## config.mk

```make
export PLATFORM = sky130hd
export DESIGN_NAME = noc_port_vc_arbiter_flat
export DESIGN_NICKNAME = d
export VERILOG_FILES = /design/src/rtl/noc_port_vc_arbiter_pkg.sv /design/src/rtl/noc_port_vc_arbiter_if.sv /design/src/rtl/noc_port_vc_arbiter_rr_pick.sv /design/src/rtl/noc_port_vc_arbiter.sv /design/src/flat_wrapper.sv
export SDC_FILE = /design/constraint.sdc
export NUM_CORES = 1
export LEC_CHECK = 0
export CAP_MARGIN = 25
export CORE_UTILIZATION = 46
export DETAILED_ROUTE_END_ITERATION = 8
export GPL_TIMING_DRIVEN = 0
export PLACE_DENSITY_LB_ADDON = 0.08
export REMOVE_ABC_BUFFERS = 1
export SLEW_MARGIN = 0
export SYNTH_ARGS = -nofsm -noshare
export SYNTH_HDL_FRONTEND = slang
export SYNTH_SLANG_ARGS = --single-unit
export TNS_END_PERCENT = 5
```

## constraint.sdc

```tcl
create_clock -name noc_clk -period 5.3 [get_ports noc_clk]
set_input_delay 1.06 -clock noc_clk [delete_from_list [all_inputs] [get_ports noc_clk]]
set_output_delay 1.06 -clock noc_clk [all_outputs]
set_load 0.05 [all_outputs]
```

## src/rtl/noc_port_vc_arbiter_pkg.sv

```systemverilog
// ============================================================================
// Module  : noc_port_vc_arbiter_pkg
// Brief   : Shared types and constants for the per-port VC arbiter.
// Revision: 1.0 - initial release
// ============================================================================
`default_nettype none

package noc_port_vc_arbiter_pkg;

    localparam int Noc_VC_Channel     = 4;
    localparam int Noc_Arb_Stat_Width = 32;

    typedef enum logic {
        ARB_IDLE,
        ARB_LOCKED
    } e_arb_state;

endpackage

`default_nettype wire

```

## src/rtl/noc_port_vc_arbiter_if.sv

```systemverilog
// ============================================================================
// Module  : noc_port_vc_arbiter_if
// Brief   : Port control bundle between the route selector and the VC arbiter.
// Revision: 1.0 - initial release
// ============================================================================
`default_nettype none

interface noc_port_vc_arbiter_if
    import noc_port_vc_arbiter_pkg::*;
#(
    parameter int CHANNELS = Noc_VC_Channel
);

    logic [CHANNELS-1:0] request;
    logic [CHANNELS-1:0] free;
    logic [CHANNELS-1:0] start_of_packet;
    logic [CHANNELS-1:0] end_of_packet;
    logic [CHANNELS-1:0] grant;
    logic                busy;

    modport master (
        output request, free, start_of_packet, end_of_packet,
        input  grant, busy
    );

    modport slave (
        input  request, free, start_of_packet, end_of_packet,
        output grant, busy
    );

endinterface

`default_nettype wire

```

## src/rtl/noc_port_vc_arbiter_rr_pick.sv

```systemverilog
// ============================================================================
// Module  : noc_rr_pick
// Brief   : Combinational round-robin picker (rotate + priority encode).
// Revision: 1.0 - initial release
// ============================================================================
`default_nettype none

module noc_rr_pick
    import noc_port_vc_arbiter_pkg::*;
#(
    parameter  int CHANNELS  = Noc_VC_Channel,
    localparam int PTR_WIDTH = $clog2(CHANNELS)
) (
    input  logic [CHANNELS-1:0]  cand_i,
    input  logic [PTR_WIDTH-1:0] rr_ptr_i,
    output logic [CHANNELS-1:0]  pick_o,
    output logic [PTR_WIDTH-1:0] pick_idx_o,
    output logic                 pick_valid_o
);

    localparam int SUM_W = PTR_WIDTH + 1;

    logic [CHANNELS-1:0]  rot;
    logic [PTR_WIDTH-1:0] offset;
    logic [SUM_W-1:0]     sum;

    // Shifting the doubled vector rotates cand so rr_ptr lands at bit 0.
    assign rot = CHANNELS'({cand_i, cand_i} >> rr_ptr_i);

    always_comb begin
        pick_o       = '0;
        pick_idx_o   = '0;
        pick_valid_o = 1'b0;
        offset       = '0;
        for (int i = CHANNELS - 1; i >= 0; i--) begin
            if (rot[i]) begin
                offset       = PTR_WIDTH'(i);
                pick_valid_o = 1'b1;
            end
        end
        sum = {1'b0, rr_ptr_i} + {1'b0, offset};
        if (sum >= SUM_W'(CHANNELS)) begin
            sum = sum - SUM_W'(CHANNELS);
        end
        pick_idx_o = sum[PTR_WIDTH-1:0];
        if (pick_valid_o) begin
            pick_o[pick_idx_o] = 1'b1;
        end
    end

endmodule

`default_nettype wire

```

## src/rtl/noc_port_vc_arbiter.sv

```systemverilog
// ============================================================================
// Module  : noc_port_vc_arbiter
// Brief   : Wormhole-locked round-robin VC grant for one output port.
//           Optional counters enabled by NOC_ARB_STATS_EN.
// Revision: 1.0 - initial release
// ============================================================================
`default_nettype none

module noc_port_vc_arbiter
    import noc_port_vc_arbiter_pkg::*;
#(
    parameter  int CHANNELS  = Noc_VC_Channel,
    localparam int PTR_WIDTH = $clog2(CHANNELS)
) (
    input  logic                   noc_clk,
    input  logic                   noc_rst,
    noc_port_vc_arbiter_if.slave   port_if
`ifdef NOC_ARB_STATS_EN
    ,
    output logic [CHANNELS-1:0][Noc_Arb_Stat_Width-1:0] stat_pkts,
    output logic [Noc_Arb_Stat_Width-1:0]               stat_stall
`endif
);

    localparam int SUM_W = PTR_WIDTH + 1;

    e_arb_state           state_q, state_d;
    logic [CHANNELS-1:0]  grant_q, grant_d;
    logic [PTR_WIDTH-1:0] rr_ptr_q, rr_ptr_d;
    logic                 busy_q;

    logic [CHANNELS-1:0]  cand;
    logic [CHANNELS-1:0]  cand_eff;
    logic [CHANNELS-1:0]  pick;
    logic [PTR_WIDTH-1:0] pick_idx;
    logic                 pick_valid;
    logic                 eop_granted;
    logic [SUM_W-1:0]     rr_next;
    logic [PTR_WIDTH-1:0] rr_adv;

    assign cand        = port_if.request & port_if.start_of_packet;
    // The releasing VC sits out its own release cycle.
    assign cand_eff    = (state_q == ARB_LOCKED) ? (cand & ~grant_q) : cand;
    assign eop_granted = |(port_if.end_of_packet & grant_q);

    noc_rr_pick #(
        .CHANNELS (CHANNELS)
    ) u_rr_pick (
        .cand_i       (cand_eff),
        .rr_ptr_i     (rr_ptr_q),
        .pick_o       (pick),
        .pick_idx_o   (pick_idx),
        .pick_valid_o (pick_valid)
    );

    always_comb begin
        rr_next = {1'b0, pick_idx} + SUM_W'(1);
        if (rr_next == SUM_W'(CHANNELS)) begin
            rr_next = '0;
        end
        rr_adv = rr_next[PTR_WIDTH-1:0];
    end

    always_comb begin
        state_d  = state_q;
        grant_d  = grant_q;
        rr_ptr_d = rr_ptr_q;
        case (state_q)
            ARB_IDLE: begin
                if (pick_valid) begin
                    state_d  = ARB_LOCKED;
                    grant_d  = pick;
                    rr_ptr_d = rr_adv;
                end
            end
            ARB_LOCKED: begin
                if (eop_granted) begin
                    if (pick_valid) begin
                        grant_d  = pick;
                        rr_ptr_d = rr_adv;
                    end else begin
                        state_d = ARB_IDLE;
                        grant_d = '0;
                    end
                end
            end
            default: begin
                state_d = ARB_IDLE;
                grant_d = '0;
            end
        endcase
    end

    always_ff @(posedge noc_clk) begin
        if (noc_rst) begin
            state_q  <= ARB_IDLE;
            grant_q  <= '0;
            rr_ptr_q <= '0;
            busy_q   <= 1'b0;
        end else begin
            state_q  <= state_d;
            grant_q  <= grant_d;
            rr_ptr_q <= rr_ptr_d;
            busy_q   <= (state_d == ARB_LOCKED);
        end
    end

    assign port_if.grant = grant_q;
    assign port_if.busy  = busy_q;

`ifdef NOC_ARB_STATS_EN
    logic [CHANNELS-1:0][Noc_Arb_Stat_Width-1:0] stat_pkts_q;
    logic [Noc_Arb_Stat_Width-1:0]               stat_stall_q;
    logic                                        stall_ev;

    assign stall_ev = busy_q & |(grant_q & port_if.request & ~port_if.free);

    always_ff @(posedge noc_clk) begin
        if (noc_rst) begin
            stat_pkts_q  <= '0;
            stat_stall_q <= '0;
        end else begin
            for (int i = 0; i < CHANNELS; i++) begin
                if (port_if.end_of_packet[i] && grant_q[i] && (stat_pkts_q[i] != '1)) begin
                    stat_pkts_q[i] <= stat_pkts_q[i] + 1'b1;
                end
            end
            if (stall_ev && (stat_stall_q != '1)) begin
                stat_stall_q <= stat_stall_q + 1'b1;
            end
        end
    end

    assign stat_pkts  = stat_pkts_q;
    assign stat_stall = stat_stall_q;
`else
    // Downstream ready only feeds the stall counter.
    logic unused_free;
    assign unused_free = ^port_if.free;
`endif

endmodule

`default_nettype wire
```

## src/flat_wrapper.sv

```systemverilog
// flat-port wrapper written by rule: the top's interface ports become plain ports
module noc_port_vc_arbiter_flat import noc_port_vc_arbiter_pkg::*;
#(
    parameter  int CHANNELS  = Noc_VC_Channel,
    localparam int PTR_WIDTH = $clog2(CHANNELS)
)
  (noc_clk, noc_rst, port_if_request, port_if_free, port_if_start_of_packet, port_if_end_of_packet, port_if_grant, port_if_busy);
  noc_port_vc_arbiter_if #(.CHANNELS(CHANNELS)) port_if_i ();
  input  logic noc_clk;
  input  logic noc_rst;
  input wire logic [$bits(port_if_i.request)-1:0] port_if_request;
  input wire logic [$bits(port_if_i.free)-1:0] port_if_free;
  input wire logic [$bits(port_if_i.start_of_packet)-1:0] port_if_start_of_packet;
  input wire logic [$bits(port_if_i.end_of_packet)-1:0] port_if_end_of_packet;
  output wire logic [$bits(port_if_i.grant)-1:0] port_if_grant;
  output wire logic [$bits(port_if_i.busy)-1:0] port_if_busy;
  assign port_if_i.request = port_if_request;
  assign port_if_i.free = port_if_free;
  assign port_if_i.start_of_packet = port_if_start_of_packet;
  assign port_if_i.end_of_packet = port_if_end_of_packet;
  assign port_if_grant = port_if_i.grant;
  assign port_if_busy = port_if_i.busy;
  noc_port_vc_arbiter #(.CHANNELS(CHANNELS)) u_core (.noc_clk(noc_clk), .noc_rst(noc_rst), .port_if(port_if_i));
endmodule
```

# [Yosys cells after proc, flatten, opt, wreduce, memory -nomap -nowiden]
# Index checks and enable logic that the tools add are counted.
[word_totals] regBits=7 out_inout_bits=5 elab_cells=44
[op_classes] add_sub_neg=3 order_cmp=3 n_eq_ne=3 shift=1 muxes=23 n_bitwise=5 reduce_logical=3
[ops] op="$mux 2" n=8
[ops] op="$mux 4" n=4
[ops] op="$and 4x4->4" n=3
[ops] op="$pmux 4 s2" n=1
[ops] op="$shr 8x2->4" n=1
[ops] op="$mux 1" n=7
[ops] op="$not 4->4" n=1
[ops] op="$pmux 2 s2" n=1
[ops] op="$reduce_or 4->1" n=1
[ops] op="$add 2x1->3 const B" n=1
[ops] op="$add 2x2->3" n=1
[ops] op="$eq 3x3->1 const B" n=1
[ops] op="$ge 3x3->1 const B" n=1
[ops] op="$lt 2x3->1 const B" n=1
[ops] op="$demux 1 s2" n=1
[ops] op="$ge 2x1->1 const B" n=1
[ops] op="$ne 2x1->1 const B" n=1
[ops] op="$ne 2x2->1 const B" n=1
[ops] op="$pmux 1 s2" n=1
[ops] op="$reduce_and 2->1" n=1
[ops] op="$sub 2x1->2 const B" n=1
[ops] op="$logic_and 1x1->1" n=1
[ops] op="$not 1->1" n=1

# [Longest topological paths before layout]
# Gate-level depths: netlist (run 1).
[logic_depth] depth_word=18 ltp_mapped=12 ltp_nobuf=11

# [Hierarchy]
# Synthesis (run 1) repeated with hierarchy kept, for this count alone.
[hier_totals] cells_unflattened=87 hier_area_um2=703.2
[by_module_without_submodules] mod="noc_port_vc_arbiter" instances=1 cells_per_inst=44 area_per_inst_um2=364.1 seq_area_each_um2=140.1
[by_module_without_submodules] mod="noc_rr_pick" instances=1 cells_per_inst=43 area_per_inst_um2=339.1 seq_area_each_um2=0.0

# [Least setup slack after synthesis (run 1)]
# No wires, ideal clock.
[synth_timing] path_kind="in2reg" start="input port port_if_request[3]" end="register u_core.rr_ptr_q[1]" setup_time_ns=0.114 arrival_ns=2.859 required_time_ns=5.186 slack_ns=2.327 path_stages=11 n_path_buf=0 cell_sequence="nand2_1 -> o22ai_2 -> nor4b_1 -> a21oi_1 -> o21ai_0 -> ha_1 -> xor2_1 -> xor2_1 -> ha_1 -> mux2i_1 -> nor2_1"
[synth_between] elab_chain_cells=17 elab_cells_between_ends=22 cone_classes="add/sub: 3; order compare: 1; eq/ne: 1; shift: 1; mux: 14; bitwise: 2"
[synth_lines] item="start, declared" line_no="flat_wrapper.sv:11" text="input wire logic [$bits(port_if_i.request)-1:0] port_if_request;"
[synth_lines] item="$and 4x4->4 *" line_no="noc_port_vc_arbiter.sv:41" text="assign cand = port_if.request & port_if.start_of_packet;"
[synth_lines] item="$and 4x4->4" line_no="noc_port_vc_arbiter.sv:43" text="assign cand_eff = (state_q == ARB_LOCKED) ? (cand & ~grant_q) : cand;"
[synth_lines] item="$mux 4 *" line_no="noc_port_vc_arbiter.sv:43"
[synth_lines] item="$shr 8x2->4 *" line_no="noc_port_vc_arbiter_rr_pick.sv:28" text="assign rot = CHANNELS'({cand_i, cand_i} >> rr_ptr_i);"
[synth_lines] item="$mux 2 (3 in a row)" line_no="noc_port_vc_arbiter_rr_pick.sv:36" text="if (rot[i]) begin"
[synth_lines] item="$mux 2 *" line_no="noc_port_vc_arbiter_rr_pick.sv:36"
[synth_lines] item="$add 2x2->3 *" line_no="noc_port_vc_arbiter_rr_pick.sv:41" text="sum = {1'b0, rr_ptr_i} + {1'b0, offset};"
[synth_lines] item="$ge 3x3->1 / $sub 2x1->2 (equally long branches)" line_no="noc_port_vc_arbiter_rr_pick.sv:42, noc_port_vc_arbiter_rr_pick.sv:43"
[synth_lines] item="$mux 2 *" line_no="noc_port_vc_arbiter_rr_pick.sv:42" text="if (sum >= SUM_W'(CHANNELS)) begin"
[synth_lines] item="$add 2x1->3 *" line_no="noc_port_vc_arbiter.sv:57" text="rr_next = {1'b0, pick_idx} + SUM_W'(1);"
[synth_lines] item="$eq 3x3->1" line_no="noc_port_vc_arbiter.sv:58" text="if (rr_next == SUM_W'(CHANNELS)) begin"
[synth_lines] item="$mux 2 *" line_no="noc_port_vc_arbiter.sv:58"
[synth_lines] item="via u_core.rr_next[1]" line_no="noc_port_vc_arbiter.sv:38" text="logic [SUM_W-1:0] rr_next;"
[synth_lines] item="$mux 2 *" line_no="noc_port_vc_arbiter.sv:70, noc_port_vc_arbiter.sv:78"
[synth_lines] item="$mux 2" line_no="noc_port_vc_arbiter.sv:77" text="if (eop_granted) begin"
[synth_lines] item="$pmux 2 s2 *" line_no="noc_port_vc_arbiter.sv:68" text="case (state_q)"
[synth_lines] item="end signal, assigned" line_no="noc_port_vc_arbiter.sv:103" text="rr_ptr_q <= rr_ptr_d;"
[synth_lines] item="end, declared" line_no="noc_port_vc_arbiter.sv:29" text="logic [PTR_WIDTH-1:0] rr_ptr_q, rr_ptr_d;"
# The timed path passes the listed nets; every way through them passes the cells marked *. The select of a mux whose other input is x is not followed.
# A chain may end at the register's enable or synchronous reset.

# [Worst setup path after layout (run 1)]
[layout_timing] start="input port port_if_request[0]" end="register u_core.rr_ptr_q[1]"
# Same word-level chain as after synthesis.

==> metrics.txt, run 1 <==
first drt pass iteration count 4; Relative slew margins between 60 and 70%; Via density 5.64; TritonCTS Sinks 7; Switching Share between 40% and 50%; Die Wd ~39 um; Post-synth EDFFs 0; f_max around 290 MHz; Wirelength per Cell about 13 um; Post-Layout Cell Count roughly 110; period utilisation layout 64.5%; CTS tree yes; Boundary Pins 23; hold crit path type flop to flop; starting density of the core between 50% and 60%; Setup crit start kind input pin; Comb pwr share 61.2%; DR vias around 620; dominant cells by area after synthesis dfxtp_1 (22%), ha_1 (9.9%), nand2_1 (5.4%), nor2_1 (5.4%), and2_1 (5.0%); met3 WL ~91 um; CTS resizes 0; Cells after Synth 75; Synth top area share 22.2%; cell area power density around 450 mW/mm2; synthesized cell area about 630 um2; Worst setup EP type flop; Area Growth Syn to Fin 32.9%; max-slew violations 0; Routed WL 1.45 mm; status finished, final reports clean; FF+latch count, synth 7; Reg-to-Reg Start u_core.state_q; CP arrival between 3000 and 4000 ps; total CTS buffers 3; post-route ant nets 0; DP Cell Count 105; Max VDD drop around 0.26 mV; setup_tns 0 ps; Placer Congestion about 0.82; # rows 12; Clk Latency, worst-skew pair around 260 ps; share of layout cells above drive strength 1 between 10% and 20%; Total GRT Usage 25.2%; Congestion Overflow GR 0; crit path from port_if_request[0]; Final Hold Viols 0; DRC 0; FF-to-FF End u_core.rr_ptr_q[1]; asr flop ratio synth 0%; Ys Warns 0; P_leak about 0.33 nW; min Tclk post-route 3420 ps; Setup crit end u_core.rr_ptr_q[1]; share of total power in the clock network 13.0%; area leader, netlist dfxtp_1; drt initial violations 18; NetSw around 0.18 mW; Avg Cell Area, Syn 8.41 um2; largest net degree at the start of global routing 13; sequential area share after synthesis between 20 and 25%; slew at the pin closest to its max-slew limit roughly 500 ps; dpl hpwl between 1 and 1.5 mm; global-route wire length before repair between 2 and 3 mm; Required @ worst endpoint about 5400 ps; CTS root buf clkbuf_4; net total in the final layout 119; unique cell type count in the Yosys netlist 31; M1 wire length 701 um; Post-CTS Hold Buffers 0; CP max FO 5; die height between 30 and 40 um; total die area around 0.0015 mm2; area of the core 0.00119 mm2; CTS Buffer Depth 2; Seq pwr share about a quarter; clock skew around 0.40 ps; initial antenna violation count 0; post-CTS setup buffer count 0; top cells by count, synth nand2_1 (9), nor2_1 (9), dfxtp_1 (7); H-tree Lvls 1; Buffers on Ports 18; met2 wire len roughly 630 um; WS Path Type input pin to flop; top sig layer met4; Antenna Cells 0; RSZ-0062 raised after global routing no; Synth Flop Type dfxtp_1; setup slack, reg-to-reg 2660 ps; max-cap violations 0; FF-to-FF path depth 11; vias in the first global route slightly below 600; setup violators final 0; CTS clk-pin slew, worst paths roughly 50 ps; Int Power just under 0.2 mW
-- routing by layer --
metal	vias to the layer above	track usage, %
li1	327	-
met1	267	29.8
met2	17	39.6
met3	4	10.4
met4	0	10.3
met5	-	0
-- through the flow --
stage / util [%] / hold WS [ps] / instance area (um2) / setup WS [ps] / total power, mW
floorplan: - / 547 / 614 / 2320 / 0.264
global placement: 68.5 / 578 / 812 / 1680 / 0.320
detailed placement: 68.5 / 595 / 812 / 1610 / 0.327
CTS: 70.7 / 602 / 838 / 1880 / 0.377
global route: 70.7 / 648 / 838 / 1570 / 0.410
finish: 70.7 / 601 / 838 / 1880 / 0.373
-- power groups by stage --
| stage | clock, mW | sequential, mW | combinational (mW) |
|---|---|---|---|
| after global placement | 0 | 0.0963 | 0.224 |
| final | 0.0484 | 0.0962 | 0.228 |
| after CTS | 0.0505 | 0.0961 | 0.230 |
| after detailed placement | 0 | 0.0972 | 0.229 |
| after floorplan | 0 | 0.128 | 0.136 |
| after global routing | 0.0540 | 0.100 | 0.256 |
-- placed cells by master (no fill, tap or decap), types with 2 or more instances in the layout --
cell / n
a22oi_1: 4
and2_1: 5
o22ai_2: 2
nor2_1: 9
nand2_1: 9
dfxtp_1: 7
clkbuf_4: 3
xor2_1: 2
a21oi_1: 5
ha_1: 5
o21ai_0: 2
nor3_1: 2
o22ai_1: 3
clkdlybuf4s50_1: 18
a32oi_1: 2
-- flip-flops by register name, summed over array words and instances (netlist names) --
name,flops
u_core.port_if.grant,4
u_core.rr_ptr_q,2
u_core.state_q,1
-- worst min-delay path by stage --
stage,slack [ps],cells after the start,startpoint,endpoint
final,600,2,u_core.rr_ptr_q[1],u_core.rr_ptr_q[1]
after global routing,650,2,u_core.port_if.grant[3],u_core.port_if.grant[3]
after CTS,600,2,u_core.rr_ptr_q[1],u_core.rr_ptr_q[1]
after detailed placement,600,2,u_core.rr_ptr_q[1],u_core.rr_ptr_q[1]
after global placement,580,2,u_core.port_if.grant[3],u_core.port_if.grant[3]
after floorplan,550,2,u_core.rr_ptr_q[1],u_core.rr_ptr_q[1]
-- logic make-up (layout without fill, tap and decap cells) --
family	count (synthesis)	after routing	share of synthesized area (%)
mux	1	1	1.59
simple gates	31	31	24.2
flops	7	7	22.2
buf+inv	3	23	3.17
xor+xnor	3	3	4.17
fa+ha+maj	5	5	9.92
compound gates	25	25	34.7
-- area by class of cell --
type | count | area (um2)
well taps | 14 | 17.5
flip-flops and latches | 7 | 140
inverters | 1 | 3.75
fillers | 102 | 348
clock buffers | 4 | 26.3
multi-input cells | 65 | 470
repair buffers | 18 | 180
-- critical path, stage by stage --
cell and delay (ps):
clkdlybuf4s50_1 470, nand2_1 100, nor2_1 320, o211ai_1 140, and3b_1 180, o21ai_0 170
ha_1 180, xor2_1 250, xor2_1 250, ha_1 270, mux2i_1 130, nor2_1 50
Power figures use the tool's default switching activity.
==> inputs of run 2 (changes only) <==
- CORE_UTILIZATION: 46 -> 43
- clock period: 5.3 -> 3.35 ns (I/O delays scaled with it)
==> run 2 against run 1 <==
Die area rose by 6.6%. Combinational power rose by 60%. Critical endpoint unchanged. Sequential cell count did not move. Power rose by 60%. Sequential share of layout area fell by 0.34 points. Cell area rose by 2.1%. Worst hold slack got worse by 22 ps. Core utilization fell by 6.5 points.
==> metrics.txt, run 2 (synthesis gave the netlist of run 1 again) <==
CTS clk-pin slew, worst paths 50 ps; most common cell after layout, fill and taps aside clkdlybuf4s50_1; Buffers on Ports 18; first drt pass iteration count 4; Final Hold Viols 0; min Tclk post-route 3030 ps; slew at the pin closest to its max-slew limit 494 ps; Worst setup EP type flop; clock skew approximately 6 ps; Boundary Pins 23; post-route setup slack about 320 ps; P_leak between 0.3 and 0.4 nW; Critical Path Slowest Stage Cell clkdlybuf4s50_1; initial antenna violation count 0; DRC 0; post-CTS setup buffer count 0; Post-CTS Hold Buffers 0; Relative slew margins around 67%; total die area 0.00162 mm2; Total GRT Usage between 20 and 25%; vias in the first global route 571; dpl hpwl roughly 1.1 mm; f_max ~330 MHz; DP Cell Count ~110; starting density of the core between 40% and 50%; Placer Congestion ~0.76; Via density slightly below 6; DR vias 649; max-cap violations 0; total CTS buffers 3; CP max FO 6; setup_tns 0 ps; Required @ worst endpoint roughly 3500 ps; CTS resizes 0; area of the core roughly 0.0013 mm2; CP arrival approximately 3200 ps; Antenna Cells 0; setup violators final 0; Congestion Overflow GR 0; Area Growth Syn to Fin 35.7%; CP max stage delay about 450 ps; die height ~40 um; Clk Latency, worst-skew pair 250 ps; WS Path Type input pin to flop; CTS tree yes; Die Wd 40.3 um; Setup crit start kind input pin; hold crit path type flop to flop; status finished, final reports clean; CP cell instances clkdlybuf4s50_1 > nand2_1 > o22ai_4 > nor4b_2 > a21oi_1 > o21ai_0 > ha_1 > xor2_1 > xor2_1 > ha_1 > mux2i_1 > nor2_1; largest net degree at the start of global routing 13; Final Core Density between 60 and 70%; CTS root buf clkbuf_4; drt initial violations 22; cell area power density ~700 mW/mm2; period utilisation layout 90.6%; TritonCTS Sinks 7; pre-CTS setup slack 15.6 ps; CTS Buffer Depth 2; H-tree Lvls 1; share of layout cells above drive strength 1 a little over an eighth; global-route wire length before repair ~2.4 mm; Routed WL 1.52 mm; max-slew violations 0; post-route ant nets 0; RSZ-0062 raised after global routing no; Wirelength per Cell 13.8 um; commonest cells after routing, fill and taps aside clkdlybuf4s50_1 (18), nand2_1 (9), nor2_1 (8); # rows 13; Max VDD drop approximately 0.36 mV; net total in the final layout between 100 and 150; Post-Layout Cell Count 110; max FFs per register 4
-- run 2: worst max-delay path, delay by kind of cell --
| family | cells | cell delay [ps] |
|---|---|---|
| and+or+nand+nor | 3 | 490 |
| AOI/OAI and AO/OA | 3 | 490 |
| xor gates and xnor gates | 2 | 480 |
| buffers and inverters | 1 | 450 |
| adders and majority gates | 2 | 450 |
| muxes | 1 | 130 |
-- run 2: layout make-up --
cell class / count / area (um2)
flip-flops and latches: 7 / 140
inverters: 1 / 3.75
fillers: 123 / 478
well taps: 15 / 18.8
repair buffers: 18 / 180
multi-input cells: 65 / 487
clock buffers: 4 / 26.3
-- run 2: power by group --
group / switching (mW) / leakage [nW] / internal [mW] / total [mW]
sequential: 0.0441 / 0.0576 / 0.109 / 0.153
clock: 0.0322 / 0.0150 / 0.0455 / 0.0777
combinational: 0.207 / 0.254 / 0.158 / 0.365
-- run 2: worst paths after layout --
path                                start                       to  slack (ps)  cells past startpoint
setup / recovery       port_if_request[3]       u_core.rr_ptr_q[1]         320                     12
hold / removal    u_core.port_if.grant[3]  u_core.port_if.grant[3]         580                      2
setup reg to reg           u_core.state_q       u_core.rr_ptr_q[1]         710                     11
hold reg to reg   u_core.port_if.grant[3]  u_core.port_if.grant[3]         580                      2
-- run 2: metal layers --
metal / vias to the layer above / GRT usage [%] / share of wire, %
met1: 306 / 26.8 / 49
li1: 332 / - / -
met2: 11 / 37.1 / 47
met3: 0 / 6.67 / 3.9
met4: 0 / 2.50 / 0
met5: - / 0 / 0
-- run 2: through the flow --
| step | hold WS, ps | cell area (um2) | power [mW] |
|---|---|---|---|
| final | 579 | 856 | 0.596 |
| after global routing | 605 | 856 | 0.648 |
| after CTS | 589 | 840 | 0.594 |
| after detailed placement | 577 | 813 | 0.514 |
| after global placement | 583 | 813 | 0.510 |
| after floorplan | 547 | 614 | 0.418 |
